**config.mk**
```make
export PLATFORM = sky130hd
export DESIGN_NAME = axi_lite_reg_slice
export DESIGN_NICKNAME = d
export VERILOG_FILES = /design/src/rtl/axi_lite_reg_slice.sv
export SDC_FILE = /design/constraint.sdc
export NUM_CORES = 1
export LEC_CHECK = 0
export BUFFER_PORTS_ARGS = -buffer_cell sky130_fd_sc_hd__buf_2
export CORE_AREA = 5 5 155 157
export DETAILED_ROUTE_END_ITERATION = 10
export DIE_AREA = 0 0 160 162
export PLACE_DENSITY = 0.87
export REMOVE_ABC_BUFFERS = 1
export SLEW_MARGIN = 20
export SYNTH_ARGS = -nofsm -noshare
export SYNTH_HDL_FRONTEND = slang
export SYNTH_SLANG_ARGS = --single-unit
```
**constraint.sdc**
```tcl
create_clock -name aclk -period 5.6 [get_ports aclk]
set_input_delay 0.56 -clock aclk [delete_from_list [all_inputs] [get_ports aclk]]
set_output_delay 0.56 -clock aclk [all_outputs]
set_load 0.01 [all_outputs]
```
**src/rtl/axi_lite_reg_slice.sv**
```systemverilog
// ============================================================================
// Module      : axi_lite_reg_slice
// Description : AXI4-Lite register slice; every enabled channel is isolated by
//               a 2-entry skid buffer, disabled channels are plain wires.
// Revision    : 1.0
// ============================================================================
`default_nettype none

module axi_lite_reg_slice #(
  parameter int       C_AXI_ADDR_WIDTH = 32,
  parameter int       C_AXI_DATA_WIDTH = 32,
  parameter logic [4:0] C_CHAN_EN      = 5'b11111
) (
  input  logic                            aclk,
  input  logic                            areset,
  // slave side
  input  logic [C_AXI_ADDR_WIDTH-1:0]     s_axi_awaddr,
  input  logic [2:0]                      s_axi_awprot,
  input  logic                            s_axi_awvalid,
  output logic                            s_axi_awready,
  input  logic [C_AXI_DATA_WIDTH-1:0]     s_axi_wdata,
  input  logic [C_AXI_DATA_WIDTH/8-1:0]   s_axi_wstrb,
  input  logic                            s_axi_wvalid,
  output logic                            s_axi_wready,
  output logic [1:0]                      s_axi_bresp,
  output logic                            s_axi_bvalid,
  input  logic                            s_axi_bready,
  input  logic [C_AXI_ADDR_WIDTH-1:0]     s_axi_araddr,
  input  logic [2:0]                      s_axi_arprot,
  input  logic                            s_axi_arvalid,
  output logic                            s_axi_arready,
  output logic [C_AXI_DATA_WIDTH-1:0]     s_axi_rdata,
  output logic [1:0]                      s_axi_rresp,
  output logic                            s_axi_rvalid,
  input  logic                            s_axi_rready,
  // master side
  output logic [C_AXI_ADDR_WIDTH-1:0]     m_axi_awaddr,
  output logic [2:0]                      m_axi_awprot,
  output logic                            m_axi_awvalid,
  input  logic                            m_axi_awready,
  output logic [C_AXI_DATA_WIDTH-1:0]     m_axi_wdata,
  output logic [C_AXI_DATA_WIDTH/8-1:0]   m_axi_wstrb,
  output logic                            m_axi_wvalid,
  input  logic                            m_axi_wready,
  input  logic [1:0]                      m_axi_bresp,
  input  logic                            m_axi_bvalid,
  output logic                            m_axi_bready,
  output logic [C_AXI_ADDR_WIDTH-1:0]     m_axi_araddr,
  output logic [2:0]                      m_axi_arprot,
  output logic                            m_axi_arvalid,
  input  logic                            m_axi_arready,
  input  logic [C_AXI_DATA_WIDTH-1:0]     m_axi_rdata,
  input  logic [1:0]                      m_axi_rresp,
  input  logic                            m_axi_rvalid,
  output logic                            m_axi_rready
);

  localparam int A_PW = C_AXI_ADDR_WIDTH + 3;
  localparam int W_PW = C_AXI_DATA_WIDTH + C_AXI_DATA_WIDTH / 8;
  localparam int B_PW = 2;
  localparam int R_PW = C_AXI_DATA_WIDTH + 2;

  // ---------------- AW (forward) ----------------
  if (C_CHAN_EN[4]) begin : g_aw_slice
    logic [A_PW-1:0] aw_out;
    axi_lite_reg_slice_skid #(.WIDTH(A_PW)) u_skid (
      .clk       (aclk),
      .rst       (areset),
      .in_valid  (s_axi_awvalid),
      .in_ready  (s_axi_awready),
      .in_data   ({s_axi_awaddr, s_axi_awprot}),
      .out_valid (m_axi_awvalid),
      .out_ready (m_axi_awready),
      .out_data  (aw_out)
    );
    assign {m_axi_awaddr, m_axi_awprot} = aw_out;
  end else begin : g_aw_wire
    assign m_axi_awaddr  = s_axi_awaddr;
    assign m_axi_awprot  = s_axi_awprot;
    assign m_axi_awvalid = s_axi_awvalid;
    assign s_axi_awready = m_axi_awready;
  end

  // ---------------- W (forward) ----------------
  if (C_CHAN_EN[3]) begin : g_w_slice
    logic [W_PW-1:0] w_out;
    axi_lite_reg_slice_skid #(.WIDTH(W_PW)) u_skid (
      .clk       (aclk),
      .rst       (areset),
      .in_valid  (s_axi_wvalid),
      .in_ready  (s_axi_wready),
      .in_data   ({s_axi_wdata, s_axi_wstrb}),
      .out_valid (m_axi_wvalid),
      .out_ready (m_axi_wready),
      .out_data  (w_out)
    );
    assign {m_axi_wdata, m_axi_wstrb} = w_out;
  end else begin : g_w_wire
    assign m_axi_wdata  = s_axi_wdata;
    assign m_axi_wstrb  = s_axi_wstrb;
    assign m_axi_wvalid = s_axi_wvalid;
    assign s_axi_wready = m_axi_wready;
  end

  // ---------------- B (reverse) ----------------
  if (C_CHAN_EN[2]) begin : g_b_slice
    axi_lite_reg_slice_skid #(.WIDTH(B_PW)) u_skid (
      .clk       (aclk),
      .rst       (areset),
      .in_valid  (m_axi_bvalid),
      .in_ready  (m_axi_bready),
      .in_data   (m_axi_bresp),
      .out_valid (s_axi_bvalid),
      .out_ready (s_axi_bready),
      .out_data  (s_axi_bresp)
    );
  end else begin : g_b_wire
    assign s_axi_bresp  = m_axi_bresp;
    assign s_axi_bvalid = m_axi_bvalid;
    assign m_axi_bready = s_axi_bready;
  end

  // ---------------- AR (forward) ----------------
  if (C_CHAN_EN[1]) begin : g_ar_slice
    logic [A_PW-1:0] ar_out;
    axi_lite_reg_slice_skid #(.WIDTH(A_PW)) u_skid (
      .clk       (aclk),
      .rst       (areset),
      .in_valid  (s_axi_arvalid),
      .in_ready  (s_axi_arready),
      .in_data   ({s_axi_araddr, s_axi_arprot}),
      .out_valid (m_axi_arvalid),
      .out_ready (m_axi_arready),
      .out_data  (ar_out)
    );
    assign {m_axi_araddr, m_axi_arprot} = ar_out;
  end else begin : g_ar_wire
    assign m_axi_araddr  = s_axi_araddr;
    assign m_axi_arprot  = s_axi_arprot;
    assign m_axi_arvalid = s_axi_arvalid;
    assign s_axi_arready = m_axi_arready;
  end

  // ---------------- R (reverse) ----------------
  if (C_CHAN_EN[0]) begin : g_r_slice
    logic [R_PW-1:0] r_out;
    axi_lite_reg_slice_skid #(.WIDTH(R_PW)) u_skid (
      .clk       (aclk),
      .rst       (areset),
      .in_valid  (m_axi_rvalid),
      .in_ready  (m_axi_rready),
      .in_data   ({m_axi_rdata, m_axi_rresp}),
      .out_valid (s_axi_rvalid),
      .out_ready (s_axi_rready),
      .out_data  (r_out)
    );
    assign {s_axi_rdata, s_axi_rresp} = r_out;
  end else begin : g_r_wire
    assign s_axi_rdata  = m_axi_rdata;
    assign s_axi_rresp  = m_axi_rresp;
    assign s_axi_rvalid = m_axi_rvalid;
    assign m_axi_rready = s_axi_rready;
  end

endmodule

// 2-entry skid buffer: out register faces downstream, skid register absorbs the
// one beat that arrives while the registered in_ready is still high.
module axi_lite_reg_slice_skid #(
  parameter int WIDTH = 32
) (
  input  logic             clk,
  input  logic             rst,
  input  logic             in_valid,
  output logic             in_ready,
  input  logic [WIDTH-1:0] in_data,
  output logic             out_valid,
  input  logic             out_ready,
  output logic [WIDTH-1:0] out_data
);

  logic             out_valid_q, out_valid_d;
  logic             skid_valid_q, skid_valid_d;
  logic             in_ready_q, in_ready_d;
  logic [WIDTH-1:0] out_data_q, out_data_d;
  logic [WIDTH-1:0] skid_data_q, skid_data_d;
  logic             in_fire;

  // Reset masks the handshake outputs immediately rather than one edge late.
  assign in_ready  = in_ready_q & ~rst;
  assign out_valid = out_valid_q & ~rst;
  assign out_data  = out_data_q;
  assign in_fire   = in_valid & in_ready;

  always_comb begin
    out_valid_d  = out_valid_q;
    skid_valid_d = skid_valid_q;
    out_data_d   = out_data_q;
    skid_data_d  = skid_data_q;
    if (!out_valid_q) begin
      if (in_fire) begin
        out_data_d  = in_data;
        out_valid_d = 1'b1;
      end
    end else if (!skid_valid_q) begin
      if (in_fire && out_ready) begin
        out_data_d = in_data;
      end else if (in_fire) begin
        skid_data_d  = in_data;
        skid_valid_d = 1'b1;
      end else if (out_ready) begin
        out_valid_d = 1'b0;
      end
    end else if (out_ready) begin
      out_data_d   = skid_data_q;
      skid_valid_d = 1'b0;
    end
    in_ready_d = ~skid_valid_d;
  end

  always_ff @(posedge clk) begin
    if (rst) begin
      out_valid_q  <= 1'b0;
      skid_valid_q <= 1'b0;
      in_ready_q   <= 1'b1;
    end else begin
      out_valid_q  <= out_valid_d;
      skid_valid_q <= skid_valid_d;
      in_ready_q   <= in_ready_d;
    end
  end

  always_ff @(posedge clk) begin
    out_data_q  <= out_data_d;
    skid_data_q <= skid_data_d;
  end

endmodule

`default_nettype wire
```
==> key figures <==
Status
  – Status: completed

Clock tree
  – Hold-fix buffers, CTS: 0
  – Clock latency on the worst-skew pair: 0.54 ns
  – Clock buffer depth: 3
  – Root Driver: clkbuf_16
  – Clk sinks: about 300
  – Inserted Clock Buffers: 31
  – Setup bufs post-CTS: 0
  – CTS-repair resized insts: 0
  – H-tree levels: 1
  – CTS tree: built
  – Worst-path clk slew: about 0.060 ns

Layout
  – Syn-to-layout area delta: 24.8%
  – Layout fillers: 1496
  – Final Cell Area: 14200 um^2
  – Fin util: 63.6%
  – Share of layout cells above drive strength 1: 58.8%
  – Antenna Cells: 0
  – Net count reported at finish: just over 1000

Flow run
  – Max cap viols: 0

STA
  – Worst slew pin tran: around 0.96 ns
  – Final Max Slew Viols: 0
  – Setup TNS: 0 ns
  – Final Worst Setup Slack: 3.32 ns
  – Final Hold Fails: 0
  – RSZ-0062 raised after global routing: false
  – Fmax: approximately 0.44 GHz
  – Clock Skews: 0.00907 ns
  – Tmin final: around 2.3 ns
  – Crit share post-route: between 40 and 50%
  – Slew margin rel.: between 30% and 40%
  – # setup viols final: 0

Min path
  – Worst min path class: input pin to flip-flop
  – Hold Path Stages: 1

Placed design
  – PortBufs: roughly 310
  – Hpwl dp: roughly 16000 um
  – Pre-CTS WS: 2.78 ns
  – Placement Cell Area: around 13000 um^2
  – Routability cong.: ~0.86

Routing
  – First-pass iteration count of the detailed router: 4
  – Met2 wire len: roughly 11000 um
  – Final ANT Viol Nets: 0
  – Via density: just over 5
  – Detailed router's first-iteration violation count: ~320
  – Met1 Wirelength: 8880 um
  – Met3 WL post-DR: about 1800 um
  – Top routing layer in use: met5
  – Vias: 5857
  – DRC: 0
  – Routed wire length: 22600 um
  – Avg WL per Cell: 19.5 um

Synthesis
  – Mapped cell area: about 11000 um^2
  – Yosys warning count: 0
  – Mux cell area share after synthesis: between 15 and 20%
  – Top cell type's share of synthesized area: 74.8%
  – Simple-gate share of the synthesized area: under 10%
  – Top-count cell post-synth: edfxtp_1
  – Synth area leaders: edfxtp_1 75%, mux2_4 15%, dfxtp_1 2.6%, mux2_2 2.6%, buf_6 1.2%
  – Post-synthesis xor/xnor area fraction: 0%
  – Leading area contributor after synthesis: edfxtp_1
  – Post-Synthesis Cells: 520
  – Sequential area share after synthesis: 77.5%
  – Post-synth cell types: 18
  – EDFF count, synth: 284
  – Largest family of logic cells by synthesized area: multiplexers
  – Synth Register Bits: 299
  – Top post-synthesis cells by count: 284 x edfxtp_1, 116 x mux2_4, 26 x mux2_2
  – Ys async rst share: 0%
  – Top_reg_cell synth: edfxtp_1
  – Post-synthesis adder-cell area fraction: 0%
  – Post-synthesis compound-gate area fraction: 1.42%
  – Avg Inst Size Synth: 21.9 um^2

Power and ir drop
  – Static Leakage: 5.91 nW
  – Max VDD drop: 0.286 mV
  – Ratio of total power to cell area: 342 nW/um^2

GRT
  – Initial antenna violation count: 2
  – Tot GR Track Use: 17.1%
  – First-pass GRT wire length: 35500 um
  – Number of global-route vias before repair: approximately 6300
  – Gr ovfl total: 0
  – Largest net degree at the start of global routing: 38

Critical path
  – Worst R2R Setup Slack: 3.32 ns
  – Req. time, crit path: about 5.8 ns
  – Worst Setup Start Kind: flip-flop
  – Crit path max fanout: 28
  – CP arrival: roughly 2.5 ns
  – Crit end category: flip-flop
  – Crit Path Class: flip-flop to flip-flop
  – Reg2Reg Depth: 4

Die
  – Die height: approximately 160 um
  – IO Count: 306
  – Core Area: 22400 um^2
  – Die area: between 20000 and 30000 um^2
  – Initial Util: around half
  – Std-Cell Rows: 55
  – Chip Width: 160 um
cell type report:
class                   count  area (um^2)  share of cell area [%]
multi-input cells         197         2430                    17.1
flip-flops and latches    299         8830                    62.1
inverters                  10         37.5                   0.264
clock inverters            15          130                   0.915
clock buffers              42          847                    5.96
repair buffers            313         1590                    11.2
well taps                 285          357                    2.51
worst max-delay path, stage by stage, from the launching register on:
cell and delay [ns]:
dfxtp_1 0.34, nor2b_1 0.19, nand2_1 0.12, nor4b_2 0.80
buf_4 0.48
cells by family after synthesis:
logic type / count (synthesis)
DFF: 299
AOI/OAI and AO/OA: 25
and+or+nand+nor: 30
muxes: 142
buffers and inverters: 24
registers in the layout, summed over array words and instances, names as in the netlist, 2 cells and up:
name	cells
g_w_slice.u_skid.out_data	36
g_ar_slice.u_skid.skid_data_q	35
g_r_slice.u_skid.skid_data_q	34
g_b_slice.u_skid.skid_data_q	2
g_r_slice.u_skid.out_data	34
g_ar_slice.u_skid.out_data	35
g_w_slice.u_skid.skid_data_q	36
g_aw_slice.u_skid.out_data	35
g_aw_slice.u_skid.skid_data_q	35
g_b_slice.u_skid.out_data	2
stage by stage:
step	hold WS, ns	cells	total power, mW
3_3_place_gp	0.447	1104	2.96
2_1_floorplan	0.435	506	2.80
6_report	0.213	1161	4.86
3_5_place_dp	0.463	1104	2.97
5_1_grt	0.184	1161	5.06
4_1_cts	0.179	1161	4.93
path summary, 6_finish.rpt:
check | start | to
hold / removal | s_axi_awaddr[19] | g_aw_slice.u_skid.skid_data_q[22]$_DFFE_PP_
setup reg to reg | g_w_slice.u_skid.in_ready_q$_SDFF_PP1_ | g_w_slice.u_skid.skid_data_q[7]$_DFFE_PP_
setup / recovery | g_w_slice.u_skid.in_ready_q$_SDFF_PP1_ | g_w_slice.u_skid.skid_data_q[7]$_DFFE_PP_
hold reg to reg | g_b_slice.u_skid.in_ready_q$_SDFF_PP1_ | g_b_slice.u_skid.out_valid_q$_SDFF_PP0_
cells in the final DEF (no fill, tap or decap), drive strengths merged:
| cell | synthesis | final |
|---|---|---|
| buf | 13 | 313 |
| edfxtp | 284 | 284 |
| mux2 | 142 | 142 |
| clkbuf | 1 | 42 |
| dfxtp | 15 | 15 |
| nand2 | 15 | 15 |
| inv | 10 | 11 |
| clkinv | 0 | 11 |
| nor2b | 10 | 10 |
| a31oi | 5 | 5 |
| o21ai | 5 | 5 |
| a21oi | 5 | 5 |
| nor4b | 5 | 5 |
| a22oi | 5 | 5 |
| a211o | 4 | 4 |
| bufinv | 0 | 2 |
| a211oi | 1 | 1 |
| clkinvlp | 0 | 1 |
layer usage:
layer | up-vias | track usage (%)
li1 | 2724 | -
met1 | 2822 | 20.7
met2 | 257 | 29.8
met3 | 50 | 4.87
met4 | 4 | 5.24
met5 | - | 0
power breakdown:
group | leakage (nW) | internal [mW] | switching [mW]
clock network | 0.487 | 1.15 | 0.787
logic | 2.70 | 0.171 | 0.174
registers | 2.73 | 2.55 | 0.0313
total | 5.91 | 3.87 | 0.992
(Power assumes the default switching activity.)
